File: src/rtl/frame_buf_pkg.sv
`default_nettype none
// ============================================================================
// Module      : frame_buf_pkg
// Description : Shared constants and types for the frame buffer memory-side
//               arbiter: request polarities, arbiter states, grant types.
// Revision    : 1.0 - initial release
// ============================================================================
package frame_buf_pkg;

  // Active-low request levels
  localparam logic ASSERT_L   = 1'b0;
  localparam logic DEASSERT_L = 1'b1;

  // Active-high command / strobe levels
  localparam logic ASSERT_H   = 1'b1;
  localparam logic DEASSERT_H = 1'b0;

  // Arbiter states
  typedef enum logic [1:0] {
    IDLE   = 2'd0,
    WR_CMD = 2'd1,
    RD_CMD = 2'd2
  } arb_state_t;

  // Which request type received the most recent grant
  typedef enum logic {
    WRITE = 1'b0,
    READ  = 1'b1
  } grant_t;

endpackage : frame_buf_pkg
`default_nettype wire

File: src/rtl/frame_buf_mem_arb_rd_pend_cnt.sv
`default_nettype none
// ============================================================================
// Module      : rd_pend_cnt
// Description : Outstanding-read counter. Counts reads accepted by memory
//               minus read data returned; never wraps below zero.
// Revision    : 1.0 - initial release
// ============================================================================
module rd_pend_cnt #(
  parameter int MAX_RD_PEND = 8,
  parameter int CNT_W       = $clog2(MAX_RD_PEND + 1)
) (
  input  logic             clk,
  input  logic             reset,
  input  logic             inc,
  input  logic             dec,
  output logic [CNT_W-1:0] pend_cnt,
  output logic             full
);

  localparam logic [CNT_W-1:0] c_max_cnt = CNT_W'(MAX_RD_PEND);

  logic [CNT_W-1:0] r_cnt;

  assign pend_cnt = r_cnt;
  assign full     = (r_cnt == c_max_cnt);

  // Simultaneous inc/dec cancel; stray decrements at zero are dropped.
  always_ff @(posedge clk or negedge reset) begin
    if (!reset) begin
      r_cnt <= '0;
    end else if (inc && !dec && !full) begin
      r_cnt <= r_cnt + 1'b1;
    end else if (dec && !inc && (r_cnt != '0)) begin
      r_cnt <= r_cnt - 1'b1;
    end
  end

endmodule : rd_pend_cnt
`default_nettype wire

File: src/rtl/frame_buf_mem_arb.sv
`default_nettype none
// ============================================================================
// Module      : frame_buf_mem_arb
// Description : Merges the frame buffer's active-low write and read requests
//               onto one Avalon-MM master, returns per-beat accept strobes,
//               registers read data and caps outstanding reads.
// Revision    : 1.0 - initial release
// ============================================================================
module frame_buf_mem_arb
  import frame_buf_pkg::*;
#(
  parameter int DATA_WIDTH  = 32,
  parameter int ADDR_WIDTH  = 29,
  parameter int MAX_RD_PEND = 8
) (
  input  logic                  clk,
  input  logic                  reset,
  input  logic                  wr_en,
  input  logic [ADDR_WIDTH-1:0] wr_addr,
  input  logic [DATA_WIDTH-1:0] wr_data,
  input  logic                  rd_en,
  input  logic [ADDR_WIDTH-1:0] rd_addr,
  output logic                  wr_rdy,
  output logic                  rd_rdy,
  output logic [DATA_WIDTH-1:0] rd_data,
  output logic                  rd_data_valid,
  output logic [ADDR_WIDTH-1:0] avl_addr,
  output logic [DATA_WIDTH-1:0] avl_wdata,
  output logic                  avl_write,
  output logic                  avl_read,
  input  logic                  avl_waitrequest,
  input  logic [DATA_WIDTH-1:0] avl_rdata,
  input  logic                  avl_readdatavalid
);

  localparam int c_cnt_w = $clog2(MAX_RD_PEND + 1);

  arb_state_t         r_state;
  grant_t             r_last_grant;
  logic [c_cnt_w-1:0] w_pend_cnt;
  logic               w_pend_full;
  logic               w_wr_elig;
  logic               w_rd_elig;
  logic               w_grant_wr;
  logic               w_grant_rd;

  // A read is only eligible while there is room for one more outstanding.
  assign w_wr_elig  = (wr_en == ASSERT_L);
  assign w_rd_elig  = (rd_en == ASSERT_L) && !w_pend_full;

  // Round-robin on contention: the type not granted last time wins.
  assign w_grant_wr = w_wr_elig && (!w_rd_elig || (r_last_grant == READ));
  assign w_grant_rd = w_rd_elig && !w_grant_wr;

  // Accept strobes fire in the single cycle the memory takes the command.
  assign wr_rdy = (r_state == WR_CMD) && !avl_waitrequest;
  assign rd_rdy = (r_state == RD_CMD) && !avl_waitrequest;

  rd_pend_cnt #(
    .MAX_RD_PEND (MAX_RD_PEND),
    .CNT_W       (c_cnt_w)
  ) u_rd_pend_cnt (
    .clk      (clk),
    .reset    (reset),
    .inc      (rd_rdy),
    .dec      (avl_readdatavalid),
    .pend_cnt (w_pend_cnt),
    .full     (w_pend_full)
  );

  // Arbiter FSM: latch one request in IDLE, hold it on the bus until taken.
  always_ff @(posedge clk or negedge reset) begin
    if (!reset) begin
      r_state      <= IDLE;
      r_last_grant <= READ;
      avl_write    <= DEASSERT_H;
      avl_read     <= DEASSERT_H;
      avl_addr     <= '0;
      avl_wdata    <= '0;
    end else begin
      case (r_state)
        IDLE: begin
          if (w_grant_wr) begin
            avl_addr     <= wr_addr;
            avl_wdata    <= wr_data;
            avl_write    <= ASSERT_H;
            r_last_grant <= WRITE;
            r_state      <= WR_CMD;
          end else if (w_grant_rd) begin
            avl_addr     <= rd_addr;
            avl_read     <= ASSERT_H;
            r_last_grant <= READ;
            r_state      <= RD_CMD;
          end
        end
        WR_CMD: begin
          if (!avl_waitrequest) begin
            avl_write <= DEASSERT_H;
            r_state   <= IDLE;
          end
        end
        RD_CMD: begin
          if (!avl_waitrequest) begin
            avl_read <= DEASSERT_H;
            r_state  <= IDLE;
          end
        end
        default: begin
          avl_write <= DEASSERT_H;
          avl_read  <= DEASSERT_H;
          r_state   <= IDLE;
        end
      endcase
    end
  end

  // Read return path: one-cycle registered copy of the memory's read data.
  always_ff @(posedge clk or negedge reset) begin
    if (!reset) begin
      rd_data       <= '0;
      rd_data_valid <= DEASSERT_H;
    end else begin
      rd_data_valid <= avl_readdatavalid;
      if (avl_readdatavalid) begin
        rd_data <= avl_rdata;
      end
    end
  end

endmodule : frame_buf_mem_arb
`default_nettype wire

File: config.mk
export PLATFORM = sky130hd
export DESIGN_NAME = frame_buf_mem_arb
export DESIGN_NICKNAME = d
export VERILOG_FILES = /design/src/rtl/frame_buf_pkg.sv /design/src/rtl/frame_buf_mem_arb_rd_pend_cnt.sv /design/src/rtl/frame_buf_mem_arb.sv
export SDC_FILE = /design/constraint.sdc
export NUM_CORES = 1
export LEC_CHECK = 0
export CORE_MARGIN = 5
export CORE_UTILIZATION = 44
export DETAILED_ROUTE_END_ITERATION = 8
export GPL_TIMING_DRIVEN = 0
export PLACE_DENSITY = 0.95
export SYNTH_ARGS = -nofsm -noshare
export SYNTH_HDL_FRONTEND = slang
export SYNTH_SLANG_ARGS = --single-unit
File: constraint.sdc
create_clock -name clk -period 3.6 [get_ports clk]
set_clock_uncertainty 0.2 [all_clocks]
set_input_delay 0.54 -clock clk [delete_from_list [all_inputs] [get_ports clk]]
set_output_delay 0.54 -clock clk [all_outputs]
set_load 0.03 [all_outputs]
After elaboration in Yosys (flattened, before gate mapping):

Index checks and enable logic that the tools add are counted.

* register bits after elaboration: 103
* latch bits: 0
* RAM bits: 0
* bits in read-only memories: 0
* bits of input ports: 128
* output and inout bits: 98
* word-level logic and storage cells: 66
* memories: 0

* $add $sub $neg: 2
* multipliers: 0
* divide/modulo/power cells: 0
* magnitude comparators: 0
* eq/ne operators: 10
* shift operators: 0
* multiplexer cells: 15
* bitwise operators: 4
* reduce and logical (&&, ||, !) cells: 26

Operator list (number)
* 29-bit 2-to-1 mux: 2
* 2-bit != test, second input constant: 6
* 1-bit logical AND: 9
* 4-bit 2-to-1 mux: 2
* 1-bit logical NOT: 6
* 2-bit 2-to-1 mux: 3
* 1-bit one-hot mux with 3 select lines: 2
* 2-bit AND reduction: 3
* 1-bit 2-to-1 mux: 5
* 4-bit by 1-bit adder with 4-bit output, second input constant: 1
* 4-bit == test, second input constant: 1
* 1-bit NOT: 4
* 2-bit one-hot mux with 2 select lines: 1
* 4-bit AND reduction: 1
* 2-bit nonzero test: 2
* 4-bit nonzero test: 1
* 4-bit by 1-bit subtractor with 4-bit output, second input constant: 1
* 3-bit != test, second input constant: 1
* 3-bit AND reduction: 1
* 2-bit by 1-bit == test with 1-bit output, second input constant: 1
* 2-bit == test, second input constant: 1
* 2-bit logical NOT: 1
* 2-bit OR reduction: 1
* 1-bit logical OR: 1

Longest topological paths before layout:

* word-level depth: 11
* gate-level depth with buffers: 8
* mapped depth without buffers: 8

Hierarchy:

A second synthesis with hierarchy kept.

* cell total of the unflattened synthesis: 363
* area, all modules: 4559.4 um^2

Modules (own cells, without submodules)
* frame_buf_mem_arb: instances 1, cells an instance 337, area each 4234.1 um^2, sequential area each 2478.6 um^2
* rd_pend_cnt: instances 1, cells an instance 26, area each 325.3 um^2, sequential area each 100.1 um^2

Least setup slack after synthesis:

Ideal clock, no wire load.

* path kind: input port to flip-flop
* start: in avl_readdatavalid
* end: reg u_rd_pend_cnt.r_cnt[3], in the netlist u_rd_pend_cnt.pend_cnt[3]
* library setup time: 138 ps
* data arrival time: 1992 ps
* required time: 3262 ps
* path slack: 1270 ps
* cell stages on the path: 7
* path through: clkbuf_1 -> nor3b_1 -> nand2b_1 -> ha_1 -> a21o_1 -> a21oi_1 -> mux4_2

* cells in the longest elaborated chain, start to end: 4

Ends and longest elaborated chain
* from (decl): line frame_buf_mem_arb.sv:33 `input logic avl_readdatavalid`
* 1-bit logical NOT: line frame_buf_mem_arb_rd_pend_cnt.sv:31 `end else if (inc && !dec && !full) begin`
* 1-bit logical AND (2 in a row): line frame_buf_mem_arb_rd_pend_cnt.sv:31
* 4-bit 2-to-1 mux / 2-bit nonzero test (equally long branches)
* to (signal assigned): line frame_buf_mem_arb_rd_pend_cnt.sv:32 `r_cnt <= r_cnt + 1'b1;`
* to (signal assigned): line frame_buf_mem_arb_rd_pend_cnt.sv:34 `r_cnt <= r_cnt - 1'b1;`
* to (decl): line frame_buf_mem_arb_rd_pend_cnt.sv:22 `logic [CNT_W-1:0] r_cnt;`

Several ways; a longest one is shown, not always the timed one.
A chain may end at the register's enable or synchronous reset.

Worst setup path after layout:

* start: in avl_waitrequest
* end: out rd_rdy

* cells in the longest elaborated chain, start to end: 2

Ends and longest elaborated chain
* from (decl): line frame_buf_mem_arb.sv:31 `input logic avl_waitrequest,`
* 1-bit logical NOT
* 1-bit logical AND: line frame_buf_mem_arb.sv:57 `assign rd_rdy = (r_state == RD_CMD) && !avl_waitrequest;`
* to (decl): line frame_buf_mem_arb.sv:24 `output logic rd_rdy,`

Every way passes these cells.

==> flow_metrics.tcl <==
set metrics [dict create \
    rows 37 \
    worstPathRequired_ps 2860 \
    synth_cells 289 \
    synth_top_area_share_pct 55.7 \
    synth_flop_cell "dfrtp_1" \
    rsz0062_at_grt "no" \
    wl_per_cell_um 17.4 \
    cts_sinks 103 \
    hold_ws_ps 293 \
    synth_seq_cells 103 \
    r2r-start "r_state[0]" \
    top_usage_layer "met2" \
    slew_headroom_pct 60.2 \
    avgSynthCellArea_um2 15.8 \
    hp-class "reg2reg" \
    drtIter0Drc 74 \
    synth_top_area_cell "dfrtp_1" \
    power_density_nw_per_um2 779 \
    outcome "complete, no violations" \
    cts_root_buf "clkbuf_8" \
    coreArea_um2 10200 \
    crit_fanout 6 \
    drive_gt1_share_pct 27.8 \
    maxSlewViolCount 0 \
    io_pins 226 \
    synthArstFlopShare_pct 100 \
    crit_start "avl_waitrequest" \
    ys_types 32 \
    synth_top_family_by_area "multiplexers" \
    min_period_ps 2680 \
    grt.overflow.total 0 \
    ys_warn_count 0 \
    sequentialPowerShare_pct 33.0 \
    synthTopCellsByArea "dfrtp_1, mux2_2, mux2_4" \
    grt_max_degree 69 \
    synth_fa_ha_area_share_pct 1.80 \
    p_leak_nw 3.07 \
    grtUsageMet2_pct 35.0 \
    reg2reg_setup_slack_ps 1130 \
    start_kind "input pin" \
    p_clk_share_pct 14.3 \
    syn2layout_area_growth_pct 58.6 \
    cts-htree-levels 3 \
    power.switching_mw 2.16 \
    max_freq_mhz 373 \
    vias 3211 \
    synthXorXnorAreaFrac_pct 0.382 \
    fin_crit_sh_pct 74.5 \
    syn_area_um2 4580 \
    antenna_found_initial 0 \
    switching_share_pct 38.2 \
    grt_usage_pct 18.4 \
    r2r_cells 8 \
    grt_pass1_vias 3617 \
    finalInstanceArea_um2 7270 \
    criticalPathCategory "in2out" \
    port_buffers 225 \
    synth_edf_count 0 \
    pwr-share-comb_pct 52.7 \
    r2r_end "u_rd_pend_cnt.pend_cnt[3]" \
    endpoint "rd_rdy" \
    final_antenna_net_count 0 \
    hold_viol_final 0 \
    max_cap_viol_count 0 \
    grt_pass1_wl_mm 18.4 \
    dp_hpwl_mm 9.27 \
    clock_path_buffers 2 \
    chipHeight_um 112 \
    placed_cell_area_um2 7030 \
    firstDrtPassIters 4 \
    worst_pin_slew_ps 597 \
    layout_commonest_cell "clkdlybuf4s50_1" \
    critPathArrivalTime_ps 1940 \
    synth-compound-area-share_pct 2.49 \
    seq_area_frac_synth_pct 56.3 \
    grt_util_met3_pct 5.77 \
    final_cell_mix "clkdlybuf4s50_1, dfrtp_1, mux2_2" \
    drcViolationCount 0 \
    vias_per_cell 4.81 \
    fp.dieW_um 112 \
    die_area_um2 12600 \
    initial_utilization_pct 44.8 \
    clock_latency_ps 360 \
    wirelength_mm 11.6 \
    fill_cells 718 \
    cts_buffers 9 \
    post-cts-setup-buffers 0 \
    yosys.area_share.simple_pct 2.46 \
    synthMuxAreaShare_pct 34.1 \
    ctsResizeCount 0 \
    irDropWorstVdd_mv 0.387 \
    antenna_cells 0 \
    setup_viol 0 \
    cts.clk_slew.worst_paths_ps 90 \
    num-nets-final 661 \
    ctsHoldBuffers 1 \
    gp_congestion 0.765 \
    crit_path_end_kind "output pin" \
    p_int_mw 3.50 \
    syn_nets 423 \
    use_met1_pct 19.3 \
    cts_tree "done" \
]
==> logic make-up (layout without fill, tap and decap cells) <==
family          Yosys count  after routing
xor+xnor                  2              2
fa+ha+maj                 6              6
compound gates           18             18
simple gates             18             18
flops                   103            103
mux                     125            125
buf+inv                  17            260
==> synth_stat cells, types with 2 or more instances <==
cell type,number
mux2_4,38
ha_1,5
buf_6,3
nand2b_1,2
nand2_1,6
clkbuf_1,4
nor2b_1,3
nor2_2,2
o21ai_0,3
mux2_2,75
xor2_1,2
buf_4,4
a21oi_1,9
mux2_1,11
dfrtp_1,102
inv_1,4
==> worst min-delay path by stage <==
| stage | start | endpoint | slack [ps] | cells past startpoint |
|---|---|---|---|---|
| global placement | avl_wdata[16] | avl_wdata[16] | 270 | 1 |
| CTS | avl_wdata[2] | avl_wdata[2] | 300 | 1 |
| finish | avl_wdata[2] | avl_wdata[2] | 290 | 1 |
| floorplan | reset | avl_addr[0] | 40 | 0 |
| detailed placement | avl_wdata[2] | avl_wdata[2] | 280 | 1 |
| global route | avl_wdata[15] | avl_wdata[15] | 310 | 1 |
==> sequential cells by signal, summed over array words and instances, names as in the netlist <==
signal	cells
avl_wdata	32
rd_data	32
avl_addr	29
u_rd_pend_cnt.pend_cnt	4
r_state	2
avl_read	1
avl_write	1
r_last_grant	1
rd_data_valid	1
==> worst max-delay path: stages <==
cell and delay [ps]:
clkdlybuf4s50_1 510, nor2b_1 180, clkdlybuf4s50_1 710
==> power by group through the flow <==
stage                     sequential, mW  clock (mW)  combinational, mW
after CTS                           1.87       0.829               3.02
after global placement              1.86           0               2.93
after global routing                1.93       0.876               3.15
after detailed placement            1.89           0               3.01
after floorplan                     2.66           0              0.988
final                               1.87       0.809               2.98
==> stage by stage <==
step,total power [mW],TNS (ps),util [%],std cells,setup WS (ps)
after CTS,5.72,0,71.0,668,902
after detailed placement,4.90,0,68.7,651,574
after global routing,5.95,0,71.0,668,752
final,5.66,0,71.0,668,918
after global placement,4.78,-194100,68.4,650,-1900
after floorplan,3.65,0,-,289,1270
==> metal layers <==
metal / part of all wire (%) / routed length, um
met1: 37 / 4280
met4: 1.8 / 206
met3: 8.0 / 934
met2: 53 / 6220
met5: 0 / 0
==> cell type report <==
type                       count  area (um2)  area share (%)
clock buffer                  10         138            1.89
timing repair buffer         227        2290            31.5
inverter                       4        15.0           0.207
sequential                   103        2580            35.5
buffer                        13        98.8            1.36
multi-input combinational    169        1890            26.0
tap                          136         170            2.34
clock inverter                 6        91.3            1.26
Note: power is estimated with default switching activity, not from simulation.
